$ cat src/rtl/dma_burst_stream.sv
// Descriptor-driven DRAM read DMA: queued descriptors become Wishbone burst
// reads, and returned beats stream to the accelerator through a FWFT buffer.
module dma_burst_stream #(
    parameter int         DATA_WIDTH = 32,
    parameter int         ADDR_W     = 8,
    parameter int         DESC_DEPTH = 4,
    parameter int         BURST_LEN  = 4,
    parameter int         OBUF_DEPTH = 8,
    parameter logic [9:0] ADR_HI     = 10'h1E0
) (
    input  logic                    wb_clk_i,
    input  logic                    wb_rst_i,
    input  logic                    desc_valid_i,
    output logic                    desc_ready_o,
    input  logic [2*ADDR_W+3:0]     desc_data_i,
    output logic                    dram_cyc_o,
    output logic                    dram_stb_o,
    output logic                    dram_we_o,
    output logic [31:0]             dram_adr_o,
    output logic [1:0]              dram_fun_sel_o,
    input  logic                    dram_ack_i,
    input  logic                    dram_burst_en_i,
    input  logic [DATA_WIDTH-1:0]   dram_dat_i,
    output logic                    acc_valid_o,
    input  logic                    acc_ready_i,
    output logic [DATA_WIDTH-1:0]   acc_data_o,
    output logic                    busy_o,
    output logic                    done_o,
    output logic                    err_o
);
    localparam int DW  = 2*ADDR_W + 4;
    localparam int DPW = $clog2(DESC_DEPTH);
    localparam int OPW = $clog2(OBUF_DEPTH);
    localparam int BCW = $clog2(BURST_LEN) + 1;
    localparam int PAD = 32 - 12 - ADDR_W;

    typedef enum logic [2:0] {IDLE, LOAD, REQ, WAIT, BURST} state_t;

    state_t state;

    // ---------------- descriptor FIFO ----------------
    logic [DW-1:0]  desc_mem [DESC_DEPTH];
    logic [DPW-1:0] desc_wp, desc_rp;
    logic [DPW:0]   desc_cnt;
    logic           desc_full, desc_empty, desc_push, desc_pop;
    logic [DW-1:0]  desc_head;

    assign desc_full    = (desc_cnt == (DPW+1)'(DESC_DEPTH));
    assign desc_empty   = (desc_cnt == '0);
    assign desc_ready_o = ~desc_full;
    assign desc_push    = desc_valid_i & ~desc_full;
    assign desc_pop     = (state == IDLE) & ~desc_empty;
    assign desc_head    = desc_mem[desc_rp];

    always_ff @(posedge wb_clk_i or posedge wb_rst_i) begin
        if (wb_rst_i) begin
            desc_wp  <= '0;
            desc_rp  <= '0;
            desc_cnt <= '0;
        end else begin
            if (desc_push) desc_wp <= desc_wp + 1'b1;
            if (desc_pop)  desc_rp <= desc_rp + 1'b1;
            case ({desc_push, desc_pop})
                2'b10:   desc_cnt <= desc_cnt + 1'b1;
                2'b01:   desc_cnt <= desc_cnt - 1'b1;
                default: ;
            endcase
        end
    end

    always_ff @(posedge wb_clk_i) begin
        if (desc_push) desc_mem[desc_wp] <= desc_data_i;
    end

    // ---------------- output buffer (FWFT) ----------------
    logic [DATA_WIDTH-1:0] obuf_mem [OBUF_DEPTH];
    logic [OPW-1:0]        obuf_wp, obuf_rp;
    logic [OPW:0]          obuf_cnt;
    logic                  obuf_empty, obuf_push, obuf_pop, obuf_room;
    logic                  done_flag;

    assign obuf_empty  = (obuf_cnt == '0);
    assign obuf_push   = (state == BURST) & dram_burst_en_i & ~done_flag;
    assign obuf_pop    = ~obuf_empty & acc_ready_i;
    assign obuf_room   = (obuf_cnt <= (OPW+1)'(OBUF_DEPTH - BURST_LEN));
    assign acc_valid_o = ~obuf_empty;
    assign acc_data_o  = obuf_empty ? '0 : obuf_mem[obuf_rp];

    always_ff @(posedge wb_clk_i or posedge wb_rst_i) begin
        if (wb_rst_i) begin
            obuf_wp  <= '0;
            obuf_rp  <= '0;
            obuf_cnt <= '0;
        end else begin
            if (obuf_push) obuf_wp <= obuf_wp + 1'b1;
            if (obuf_pop)  obuf_rp <= obuf_rp + 1'b1;
            case ({obuf_push, obuf_pop})
                2'b10:   obuf_cnt <= obuf_cnt + 1'b1;
                2'b01:   obuf_cnt <= obuf_cnt - 1'b1;
                default: ;
            endcase
        end
    end

    always_ff @(posedge wb_clk_i) begin
        if (obuf_push) obuf_mem[obuf_wp] <= dram_dat_i;
    end

    // ---------------- control FSM ----------------
    logic [1:0]        fun_r, bank_r;
    logic [ADDR_W-1:0] cur_addr, end_addr;
    logic [BCW-1:0]    beat_cnt;
    logic              hit_end, beat_last;

    assign hit_end   = (cur_addr == end_addr);
    assign beat_last = (beat_cnt == BCW'(BURST_LEN - 1));
    assign dram_we_o = 1'b0;
    assign busy_o    = (state != IDLE) | ~desc_empty | ~obuf_empty;

    always_ff @(posedge wb_clk_i or posedge wb_rst_i) begin
        if (wb_rst_i) begin
            state          <= IDLE;
            fun_r          <= '0;
            bank_r         <= '0;
            cur_addr       <= '0;
            end_addr       <= '0;
            beat_cnt       <= '0;
            done_flag      <= 1'b0;
            dram_cyc_o     <= 1'b0;
            dram_stb_o     <= 1'b0;
            dram_adr_o     <= '0;
            dram_fun_sel_o <= '0;
            done_o         <= 1'b0;
            err_o          <= 1'b0;
        end else begin
            done_o <= 1'b0;
            err_o  <= 1'b0;
            case (state)
                IDLE: begin
                    // cur_addr temporarily holds base until LOAD validates it
                    if (!desc_empty) begin
                        fun_r    <= desc_head[DW-1 -: 2];
                        bank_r   <= desc_head[DW-3 -: 2];
                        cur_addr <= desc_head[2*ADDR_W-1 -: ADDR_W];
                        end_addr <= desc_head[ADDR_W-1:0];
                        state    <= LOAD;
                    end
                end
                LOAD: begin
                    dram_fun_sel_o <= fun_r;
                    done_flag      <= 1'b0;
                    if (cur_addr > end_addr) begin
                        err_o <= 1'b1;
                        state <= IDLE;
                    end else begin
                        state <= REQ;
                    end
                end
                REQ: begin
                    if (obuf_room) begin
                        dram_cyc_o <= 1'b1;
                        dram_stb_o <= 1'b1;
                        dram_adr_o <= {ADR_HI, {PAD{1'b0}}, bank_r, cur_addr};
                        state      <= WAIT;
                    end
                end
                WAIT: begin
                    if (dram_ack_i) begin
                        dram_cyc_o <= 1'b0;
                        dram_stb_o <= 1'b0;
                        dram_adr_o <= '0;
                        beat_cnt   <= '0;
                        state      <= BURST;
                    end
                end
                BURST: begin
                    if (dram_burst_en_i) begin
                        beat_cnt <= beat_cnt + 1'b1;
                        if (!done_flag) begin
                            cur_addr <= cur_addr + ADDR_W'(4);
                            if (hit_end) begin
                                done_o    <= 1'b1;
                                done_flag <= 1'b1;
                            end
                        end
                        if (beat_last)
                            state <= (done_flag || hit_end) ? IDLE : REQ;
                    end
                end
                default: state <= IDLE;
            endcase
        end
    end

endmodule

$ cat config.mk
export PLATFORM = sky130hd
export DESIGN_NAME = dma_burst_stream
export DESIGN_NICKNAME = d
export VERILOG_FILES = /design/src/rtl/dma_burst_stream.sv
export SDC_FILE = /design/constraint.sdc
export NUM_CORES = 1
export LEC_CHECK = 0
export ABC_AREA = 1
export BUFFER_PORTS_ARGS = -buffer_cell sky130_fd_sc_hd__buf_4
export CAP_MARGIN = 25
export CORE_MARGIN = 5
export CORE_UTILIZATION = 62
export CTS_BUF_LIST = sky130_fd_sc_hd__clkbuf_8 sky130_fd_sc_hd__clkbuf_16
export CTS_CLUSTER_DIAMETER = 120
export CTS_CLUSTER_SIZE = 8
export DETAILED_ROUTE_END_ITERATION = 10
export PLACE_DENSITY = 0.9
export SYNTH_ARGS = -nofsm -noshare
export SYNTH_HDL_FRONTEND = slang
export SYNTH_SLANG_ARGS = --single-unit
export TNS_END_PERCENT = 10
$ cat constraint.sdc
create_clock -name wb_clk_i -period 9.04 [get_ports wb_clk_i]
set_input_delay 0 -clock wb_clk_i [delete_from_list [all_inputs] [get_ports wb_clk_i]]
set_output_delay 0 -clock wb_clk_i [all_outputs]
set_load 0.05 [all_outputs]
==> results of run 1 <==
## Yosys cell counts (5+ instances only)
| library cell | count | area share |
|---|---|---|
| a21oi_1 | 10 | 0.0031 |
| dfrtp_1 | 59 | 0.091 |
| ha_1 | 21 | 0.016 |
| xor2_1 | 10 | 0.0054 |
| nand3_1 | 11 | 0.0034 |
| edfxtp_1 | 336 | 0.62 |
| nor2_1 | 291 | 0.067 |
| inv_1 | 63 | 0.015 |
| o22ai_1 | 24 | 0.0093 |
| o21ai_1 | 7 | 0.0022 |
| o21ai_0 | 259 | 0.080 |
| a31oi_1 | 33 | 0.013 |
| clkbuf_1 | 42 | 0.0097 |
| inv_2 | 5 | 0.0012 |
| buf_4 | 29 | 0.013 |
| nor3_1 | 7 | 0.0022 |
| nand2_1 | 71 | 0.016 |
| buf_2 | 18 | 0.0056 |
## path summary, 6_finish.rpt
check / startpoint / endpoint / slack (ns) / cells after the start
max in group asynchronous: wb_rst_i / obuf_rp[0] / 8.25 / 4
min reg2reg: desc_cnt[0] / desc_cnt[0] / 0.47 / 1
min: desc_data_i[9] / desc_mem[3][9] / 0.18 / 2
max: obuf_rp[1] / acc_data_o[31] / 5.54 / 7
max reg2reg: obuf_cnt[0] / obuf_cnt[3] / 5.92 / 12
min in group asynchronous: wb_rst_i / dram_adr_o[29] / 0.23 / 4
## layout make-up
cell class,count,area [um2],share of cell area
antenna,2,5.005,0.0002566
clock buffer,56,1401,0.07186
clock inverter,20,116.4,0.005967
inverter,69,262.8,0.01347
multi-input combinational,795,3991,0.2047
sequential,395,11570,0.5934
tap,335,419.2,0.02149
timing repair buffer,192,1734,0.08893
## logic make-up after synthesis
kind of cell,synth area share
other cells,0.0002317
buf+inv,0.04607
flops,0.7146
fa+ha+maj,0.01871
xor+xnor,0.006493
compound gates,0.1146
simple gates,0.09864
mux,0.0006957
## through the flow
| step | utilization | instances | hold slack [ns] | setup slack (ns) | power (mW) |
|---|---|---|---|---|---|
| 5_1_grt | 0.7526 | 1864 | 0.1843 | 5.313 | 7.541 |
| 3_3_place_gp | 0.6634 | 1720 | 0.1983 | 5.940 | 5.019 |
| 4_1_cts | 0.7514 | 1861 | 0.1661 | 5.642 | 7.113 |
| 3_5_place_dp | 0.6708 | 1728 | 0.2020 | 6.209 | 5.205 |
| 2_1_floorplan | - | 1351 | 0.09887 | 5.237 | 4.371 |
| 6_report | 0.7526 | 1864 | 0.1825 | 5.544 | 7.258 |
## state kept, by name (all words and copies together), names as in the netlist, 4 cells and up
register    flops
dram_adr_o     11
obuf_cnt        4
obuf_mem      256
end_addr        8
cur_addr        8
desc_mem       80
## worst reg2reg max path, cell delays in order (launching register included)
cell and delay, ns:
dfrtp_1 0.39, inv_1 0.13, nand2_1 0.09, nor2_1 0.23
inv_1 0.37, nand2_1 0.25, inv_1 0.12, ha_1 0.27
ha_1 0.38, nand2_1 0.07, o21ai_0 0.26, xor2_1 0.16
mux2_2 0.29
## routing by layer
metal,up-vias,routed length (um)
met5,-,0
met4,0,2047
met3,194,5039
met2,1090,21470
met1,5693,14520
li1,4997,-
## power groups by stage
| stage | Clock [mW] | Combinational, mW | Sequential [mW] |
|---|---|---|---|
| floorplan | 0 | 1.97 | 2.40 |
| global placement | 0 | 2.67 | 2.35 |
| detailed placement | 0 | 2.85 | 2.36 |
| CTS | 1.81 | 2.97 | 2.33 |
| global route | 1.92 | 3.27 | 2.35 |
| finish | 1.83 | 3.08 | 2.34 |
==> results.py, run 1 <==
metrics = {
    "grt": {
        "grt_max_degree": 99,
        "grt_util_met3": 0.06182,
        "grt_usage": 0.2822,
        "antenna_found_initial": 2,
        "top_usage_layer": "met2",
        "overflow": 0,
        "grt_pass1_vias": 11830,
        "grtUsageMet2": 0.4797,
        "met1_usage": 0.3484,
        "grt_pass1_wl_um": 63760,
    },
    "placement": {
        "placed_area_um2": 17380,
        "hpwl_um": 20670,
        "port_buffers": 112,
        "place.gp.congestion": 0.8976,
    },
    "cts": {
        "clockBufferDepth": 3,
        "insertion_delay_ns": 0.57,
        "htree_levels": 2,
        "cts_setup_buffers": 0,
        "clkTransAtPathRegs_ns": 0.05,
        "clock_sinks": 395,
        "ctsResizeCount": 0,
        "cts_buffers": 55,
        "cts_hold_buf": 57,
        "tritoncts": "done",
        "cts_root_buffer": "clkbuf_16",
    },
    "sta": {
        "maxSlewHeadroom": 0.2979,
        "setup_viol": 0,
        "fin_crit_sh": 0.3867,
        "rsz0062_at_grt": "no",
        "period_needed_ns": 3.496,
        "fin_setup_tns_ns": 0,
        "hold_viol_final": 0,
        "slew_viol_final": 0,
        "tightest_slew_ns": 1.053,
        "clock_skew_ns": 0.02075,
        "timing.fmax_mhz": 286.0,
    },
    "floorplan": {
        "ios": 132,
        "die_w_um": 171.6,
        "num_rows": 59,
        "coreArea_um2": 25910,
        "die_y_um": 171.6,
        "initial_core_util": 0.6247,
        "die-area_um2": 29440,
    },
    "power": {
        "p_sw_frac": 0.4274,
        "p_sw_mw": 3.102,
        "intPower_mw": 4.156,
        "p_leak_nw": 7.276,
        "clkPwrFrac": 0.252,
        "pwr-share-comb": 0.425,
        "power_density_nw_per_um2": 372.2,
        "max-vdd-ir-drop_v": 0.0002721,
        "p_seq_frac": 0.323,
    },
    "setup_path": {
        "crit_top_cell": "buf_4",
        "worst-setup-path-type": "reg -> out",
        "startpoint_type": "flip-flop",
        "worstSetupEndpointType": "output pin",
        "cp_num_buf_inv": 4,
        "critPathTopFamily": "buffers and inverters",
        "critPathSlowestCell": "buf_4",
        "crit_arrival_ns": 3.50,
        "path_max_fanout": 98,
        "required_ns": 9.04,
        "max_stage_delay_ns": 0.77,
        "cp_cell_sequence": "buf_4 -> inv_1 -> buf_4 -> nor2_1 -> o21ai_0 -> a31oi_1 -> buf_4",
    },
    "synth": {
        "async_flop_share": 0.1494,
        "ys_seq_elements": 395,
        "ys_types": 40,
        "synth_edf_count": 336,
        "netlist_area_um2": 16190,
        "synthCells": 1333,
        "synth_area_per_cell_um2": 12.14,
        "synth-main-ff-cell": "edfxtp_1",
        "synth.yosys.seq_area_share": 0.7146,
        "ys_warn_count": 0,
    },
    "worst_hold_path": {
        "min_path_type": "in -> reg",
    },
    "final_layout": {
        "fin_area_um2": 19500,
        "final_common_cell": "edfxtp_1",
        "final_cell_mix": "336 x edfxtp_1, 287 x nor2_1, 259 x o21ai_0, 126 x buf_4, 78 x inv_1",
        "final.fill_count": 1295,
        "layout-drive-gt1-share": 0.1519,
        "syn2layout_area_growth_pct": 20.49,
        "fin_nets": 1589,
    },
    "route": {
        "wl_um": 43080,
        "drtIter0Drc": 1976,
        "drc": 0,
        "viasPerCell": 6.424,
        "antenna_left": 0,
        "wl_per_cell_um": 23.11,
        "vias": 11970,
        "firstDrtPassIters": 7,
    },
    "run": {
        "drv_cap": 0,
    },
    "run_status": {
        "status": "finished, final reports clean",
    },
}
Power figures use the tool's default switching activity.
==> run 2: changes to the inputs <==
- ABC_AREA: 1 -> 0
- CORE_UTILIZATION: 62 -> 54
- PLACE_DENSITY: 0.9 -> 0.84
- clock period: 9.04 -> 3.2 ns (I/O delays scaled with it)
==> run 2 against run 1 <==
Worst setup slack lost 5.2 ns. Global-route usage shrank 7.7 points. Synthesized cell count shrank 38%. Largest power group is now sequential cells. Sequential power grew to 3.0 times the previous value. Clock skew grew 0.041 ns. Sequential cell count is the same. Utilization shrank 8.1 points. Worst hold slack lost 0.076 ns. Critical path type is now reg -> reg. Die area grew 11%. Largest cell class unchanged. Synthesized area shrank 2.8%. Routed wire length shrank 22%. Sequential share of layout area grew 0.71 points.
==> results.py, run 2 <==
metrics = {
    "run_status": {
        "status": "finished, final reports clean",
    },
    "sta": {
        "period_needed_ns": 2.869,
        "whs_ns": 0.1067,
        "timing.fmax_mhz": 348.5,
        "maxSlewHeadroom": 0.4408,
        "hold_viol_final": 0,
        "setup_viol": 0,
        "rsz0062_at_grt": "no",
        "tightest_slew_ns": 0.8387,
        "postLayoutSetupSlackWorst_ns": 0.3305,
        "fin_crit_sh": 0.8967,
        "slew_viol_final": 0,
        "clock_skew_ns": 0.06196,
    },
    "setup_path": {
        "ff2ff_path_depth": 11,
        "critPathSlowestCell": "dfrtp_1",
        "startpoint_type": "flip-flop",
        "max_stage_delay_ns": 0.50,
        "crit_top_cell": "nor2_1",
        "worstSetupEndpointType": "flip-flop",
        "crit_arrival_ns": 3.29,
        "required_ns": 3.62,
        "path_max_fanout": 11,
        "reg2reg_from": "state[0]",
        "reg2reg_to": "obuf_cnt[3]",
        "cp_num_buf_inv": 1,
        "crit_cells": 11,
        "cp_cell_sequence": "nor2_1 -> nand2_1 -> nor2_1 -> inv_2 -> ha_1 -> ha_1 -> a21o_1 -> a21oi_1 -> xnor2_1 -> nor2_1 -> xor2_1",
        "worst-setup-path-type": "reg -> reg",
        "critPathTopFamily": "simple AND/OR/NAND/NOR gates",
        "rrSetupSlack_ns": 0.33,
    },
    "route": {
        "viasPerCell": 5.648,
        "antenna_left": 0,
        "drc": 0,
        "wl_um": 33520,
        "drtIter0Drc": 727,
        "firstDrtPassIters": 5,
        "vias": 8269,
        "wl_per_cell_um": 22.90,
    },
    "synth": {
        "yosysTopAreaCell": "edfxtp_1",
        "synthCells": 821,
        "synth_top_family_by_area": "multiplexers",
        "synth_area_per_cell_um2": 19.16,
        "synth_area_leaders": "edfxtp_1 64%, mux4_2 12%, dfrtp_1 9.4%",
        "netlist_area_um2": 15730,
        "synth.yosys.seq_area_share": 0.7352,
        "synth_edf_count": 336,
        "muxShareOfSynthArea": 0.1498,
        "ys_types": 48,
        "ys_warn_count": 0,
        "synth_compound_area_frac": 0.02163,
        "synth_top_area_frac": 0.6414,
        "synthXorXnorAreaFrac": 0.007794,
        "synth-main-ff-cell": "edfxtp_1",
        "async_flop_share": 0.1494,
        "synth-simple-area-share": 0.03730,
        "synth-adder-area-share": 0.01925,
        "yosysMostFrequentCell": "edfxtp_1",
        "ys_seq_elements": 395,
        "synth_common_cells": "336 x edfxtp_1, 84 x mux4_2, 59 x dfrtp_1",
    },
    "cts": {
        "ctsResizeCount": 0,
        "clkTransAtPathRegs_ns": 0.06,
        "cts_root_buffer": "clkbuf_16",
        "cts_buffers": 55,
        "clockBufferDepth": 3,
        "clock_sinks": 395,
        "htree_levels": 2,
        "cts_setup_buffers": 0,
        "tritoncts": "done",
        "insertion_delay_ns": 0.59,
    },
    "floorplan": {
        "die-area_um2": 32650,
        "ios": 132,
        "coreArea_um2": 28700,
        "die_y_um": 180.7,
        "initial_core_util": 0.5481,
        "num_rows": 62,
        "die_w_um": 180.7,
    },
    "grt": {
        "grt_pass1_vias": 8665,
        "grt_pass1_wl_um": 51730,
        "overflow": 0,
        "antenna_found_initial": 1,
        "grt_usage": 0.2049,
        "grt_max_degree": 67,
    },
    "placement": {
        "port_buffers": 112,
        "place.gp.congestion": 0.7884,
        "hpwl_um": 17970,
        "pre_cts_slack_ns": 0.4368,
    },
    "final_layout": {
        "utilization": 0.6714,
        "largest_reg_flops": 256,
        "layout-drive-gt1-share": 0.2864,
        "reg.largest.list": "obuf_mem x256, desc_mem x80, dram_adr_o x11",
        "regMostFlops": "obuf_mem",
        "fin_nets": 1114,
        "syn2layout_area_growth_pct": 22.51,
        "final_common_cell": "edfxtp_1",
        "final_cell_mix": "336 x edfxtp_1, 136 x buf_4, 84 x mux4_2, 64 x inv_1, 58 x dlygate4sd3_1",
    },
    "worst_hold_path": {
        "min_path_type": "in -> async",
    },
    "power": {
        "p_leak_nw": 7.170,
        "max-vdd-ir-drop_v": 0.0006445,
        "power_density_nw_per_um2": 972.3,
    },
    "run": {
        "drv_cap": 0,
    },
}
==> run 2: per-stage QoR <==
step	cell area [um2]	total power, mW	cells	setup TNS [ns]
6_report	19270	18.74	1464	0
5_1_grt	19270	19.63	1464	0
4_1_cts	19270	18.85	1463	0
3_5_place_dp	17060	13.46	1302	0
3_3_place_gp	17060	13.27	1302	0
2_1_floorplan	15810	11.71	839	-73.64
==> run 2: cell families (layout without fill, tap and decap cells) <==
logic type / count (synthesis) / in the layout
and+or+nand+nor: 122 / 122
other: 1 / 20
AOI/OAI and AO/OA: 54 / 54
muxes: 129 / 129
adders and majority gates: 23 / 23
xor gates and xnor gates: 14 / 14
DFF: 395 / 395
buffers and inverters: 83 / 323
==> run 2: area by class of cell <==
class / count / area, um2
antenna: 1 / 2.502
clock inverter: 48 / 251.5
clock buffer: 55 / 1376
sequential: 395 / 11570
tap: 384 / 480.5
inverter: 23 / 86.33
fill: 1757 / 9430
multi-input combinational: 361 / 3841
timing repair buffer: 197 / 1662
==> run 2: per-layer routing <==
metal	wire, um	up-vias	GRT usage
met1	12840	4227	0.2645
met2	17600	347	0.3509
met4	1045	0	0.07471
li1	-	3630	-
met5	0	-	0
met3	2039	65	0.03876
==> run 2: worst max-delay path by stage <==
stage	from	to
floorplan	state[0]	obuf_mem[2][0]
global placement	state[0]	obuf_cnt[3]
detailed placement	state[0]	obuf_cnt[3]
CTS	obuf_rp[0]	acc_data_o[26]
global route	state[0]	obuf_cnt[3]
finish	state[0]	obuf_cnt[3]
==> run 2: tightest hold or removal path, stage by stage <==
cell	delay (ns)
dlygate4sd3_1	0.54
buf_4	0.13
inv_2	0.52
==> run 2: timing repair <==
| action | CTS | global route |
|---|---|---|
| endpoints found under the hold margin | 382 | 0 |
| hold buffers | 58 | 0 |
| setup endpoints to repair | 0 | 0 |
==> run 2: where the power goes <==
| group | internal, mW | switching (mW) | leakage [nW] |
|---|---|---|---|
| logic | 2.68 | 3.92 | 2.46 |
| registers | 6.23 | 0.697 | 3.76 |
| clock network | 3.10 | 2.12 | 0.949 |
==> run 3: changes to the inputs <==
- HOLD_SLACK_MARGIN: not set -> 0.05
- MAX_ROUTING_LAYER: not set -> met4
==> run 3 against run 2 <==
Total power is essentially flat. Via count shrank 0.17%. Largest cell class unchanged. Critical path depth is the same. Maximum frequency shrank 0.68%. Cell count is essentially flat. Register-to-register slack lost 0.02 ns. Non-clock buffer count is the same. Sequential share of layout area is essentially flat.
==> results.py, run 3 (same netlist as run 2, synthesis figures left out) <==
metrics = {
    "sta": {
        "tightest_slew_ns": 0.8548,
        "rsz0062_at_grt": "no",
        "slew_viol_final": 0,
        "hold_viol_final": 0,
        "fin_crit_sh": 0.9028,
        "setup_viol": 0,
        "period_needed_ns": 2.889,
        "clock_skew_ns": 0.06376,
        "maxSlewHeadroom": 0.4301,
        "timing.fmax_mhz": 346.1,
    },
    "power": {
        "p_leak_nw": 7.170,
        "power_density_nw_per_um2": 972.6,
        "finalPower_mw": 18.75,
        "max-vdd-ir-drop_v": 0.0006457,
    },
    "floorplan": {
        "num_rows": 62,
        "coreArea_um2": 28700,
        "die_w_um": 180.7,
        "ios": 132,
        "die-area_um2": 32650,
        "initial_core_util": 0.5481,
        "die_y_um": 180.7,
    },
    "worst_hold_path": {
        "min_path_type": "in -> async",
    },
    "grt": {
        "grt_usage": 0.2111,
        "met1_usage": 0.2639,
        "overflow": 0,
        "top_usage_layer": "met2",
        "grt_pass1_wl_um": 51670,
        "grt_pass1_vias": 8680,
        "grt_max_degree": 67,
        "grt_util_met3": 0.03835,
        "grtUsageMet2": 0.3512,
        "antenna_found_initial": 2,
    },
    "placement": {
        "hpwl_um": 17970,
        "port_buffers": 112,
        "place.gp.congestion": 0.7995,
        "dp.cells": 1302,
    },
    "route": {
        "drtIter0Drc": 748,
        "firstDrtPassIters": 5,
        "drc": 0,
        "viasPerCell": 5.635,
        "wl_per_cell_um": 22.81,
        "vias": 8255,
        "wl_um": 33410,
        "antenna_left": 0,
    },
    "setup_path": {
        "path_max_fanout": 11,
        "worstSetupEndpointType": "flip-flop",
        "critPathSlowestCell": "dfrtp_1",
        "max_stage_delay_ns": 0.51,
        "required_ns": 3.62,
        "crit_top_cell": "nor2_1",
        "ff2ff_path_depth": 11,
        "rrSetupSlack_ns": 0.31,
        "worst-setup-path-type": "reg -> reg",
        "cp_cell_sequence": "nor2_1 -> nand2_1 -> nor2_1 -> inv_2 -> ha_1 -> ha_1 -> a21o_1 -> a21oi_1 -> xnor2_1 -> nor2_1 -> xor2_1",
        "reg2reg_to": "obuf_cnt[3]",
        "startpoint": "state[0]",
        "crit_path_end": "obuf_cnt[3]",
        "startpoint_type": "flip-flop",
        "reg2reg_from": "state[0]",
        "crit_arrival_ns": 3.31,
    },
    "final_layout": {
        "final.fill_count": 1756,
        "final_common_cell": "edfxtp_1",
        "layout-drive-gt1-share": 0.2864,
        "regMostFlops": "obuf_mem",
        "reg.largest.list": "obuf_mem x256, desc_mem x80, dram_adr_o x11",
        "fin_nets": 1114,
        "largest_reg_flops": 256,
        "syn2layout_area_growth_pct": 22.52,
        "final_cell_mix": "336 x edfxtp_1, 136 x buf_4, 84 x mux4_2, 64 x inv_1, 58 x dlygate4sd3_1",
        "layout.cells.non_filler": 1465,
    },
    "cts": {
        "clkTransAtPathRegs_ns": 0.05,
        "tritoncts": "done",
        "ctsResizeCount": 0,
        "cts_root_buffer": "clkbuf_16",
        "clock_sinks": 395,
        "cts_setup_buffers": 0,
        "cts_hold_buf": 58,
        "insertion_delay_ns": 0.59,
        "htree_levels": 2,
        "cts_buffers": 55,
        "clockBufferDepth": 3,
    },
    "run": {
        "drv_cap": 0,
    },
    "run_status": {
        "status": "finished, final reports clean",
    },
}
==> run 3: changes by cell type in the layout (fill, tap and decap cells not counted) <==
cell	previous run	this run
diode_2	1	2
==> run 3: critical path: cells and delay by family (launching register included) <==
family / cells / cell delay, ns
flip-flops: 1 / 0.51
AND/OR/NAND/NOR: 4 / 0.89
XOR/XNOR: 2 / 0.30
buffers and inverters: 1 / 0.17
adder cells (fa/ha/maj): 2 / 0.54
AO/OA/AOI/OAI: 2 / 0.36
==> run 3: area by class of cell <==
class | count | area, um2 | area share
multi-input cells | 361 | 3841 | 0.1993
well taps | 384 | 480.5 | 0.02493
repair buffers | 197 | 1662 | 0.08621
diodes | 2 | 5.005 | 0.0002597
inverters | 23 | 86.33 | 0.004479
clock buffers | 55 | 1376 | 0.07141
clock inverters | 48 | 251.5 | 0.01305
flip-flops and latches | 395 | 11570 | 0.6004
==> run 3: power breakdown <==
group,internal (mW),leakage [nW],switching (mW),total [mW]
registers,6.23,3.76,0.701,6.93
logic,2.68,2.46,3.93,6.60
clock network,3.10,0.949,2.11,5.21
==> run 3: worst min path at each step <==
| stage | from | to | slack (ns) | cells past startpoint |
|---|---|---|---|---|
| 6_report | wb_rst_i | desc_wp[0] | 0.11 | 3 |
| 5_1_grt | desc_data_i[15] | desc_mem[3][15] | 0.16 | 2 |
| 4_1_cts | wb_rst_i | desc_wp[0] | 0.11 | 3 |
| 3_5_place_dp | wb_rst_i | desc_wp[0] | 0.17 | 2 |
| 3_3_place_gp | wb_rst_i | desc_wp[1] | 0.16 | 2 |
| 2_1_floorplan | desc_data_i[0] | desc_mem[0][0] | 0.1 | 0 |
==> run 3: layer usage <==
| layer | wire length (um) | vias up |
|---|---|---|
| met5 | 0 | - |
| met4 | 1049 | 0 |
| met3 | 1991 | 71 |
| met2 | 17550 | 344 |
| met1 | 12820 | 4210 |
| li1 | - | 3630 |
==> run 3: stage by stage <==
step           worst slack (ns)  setup TNS [ns]    util  cell area (um2)  hold slack (ns)
3_3_place_gp             0.5112               0  0.5944            17060           0.1572
6_report                 0.3110               0  0.6715            19270           0.1053
5_1_grt                 0.09240               0  0.6715            19270           0.1633
3_5_place_dp             0.4368               0  0.5944            17060           0.1681
4_1_cts                  0.3414               0  0.6714            19270           0.1132
2_1_floorplan           -0.5666          -73.64       -            15810          0.09887
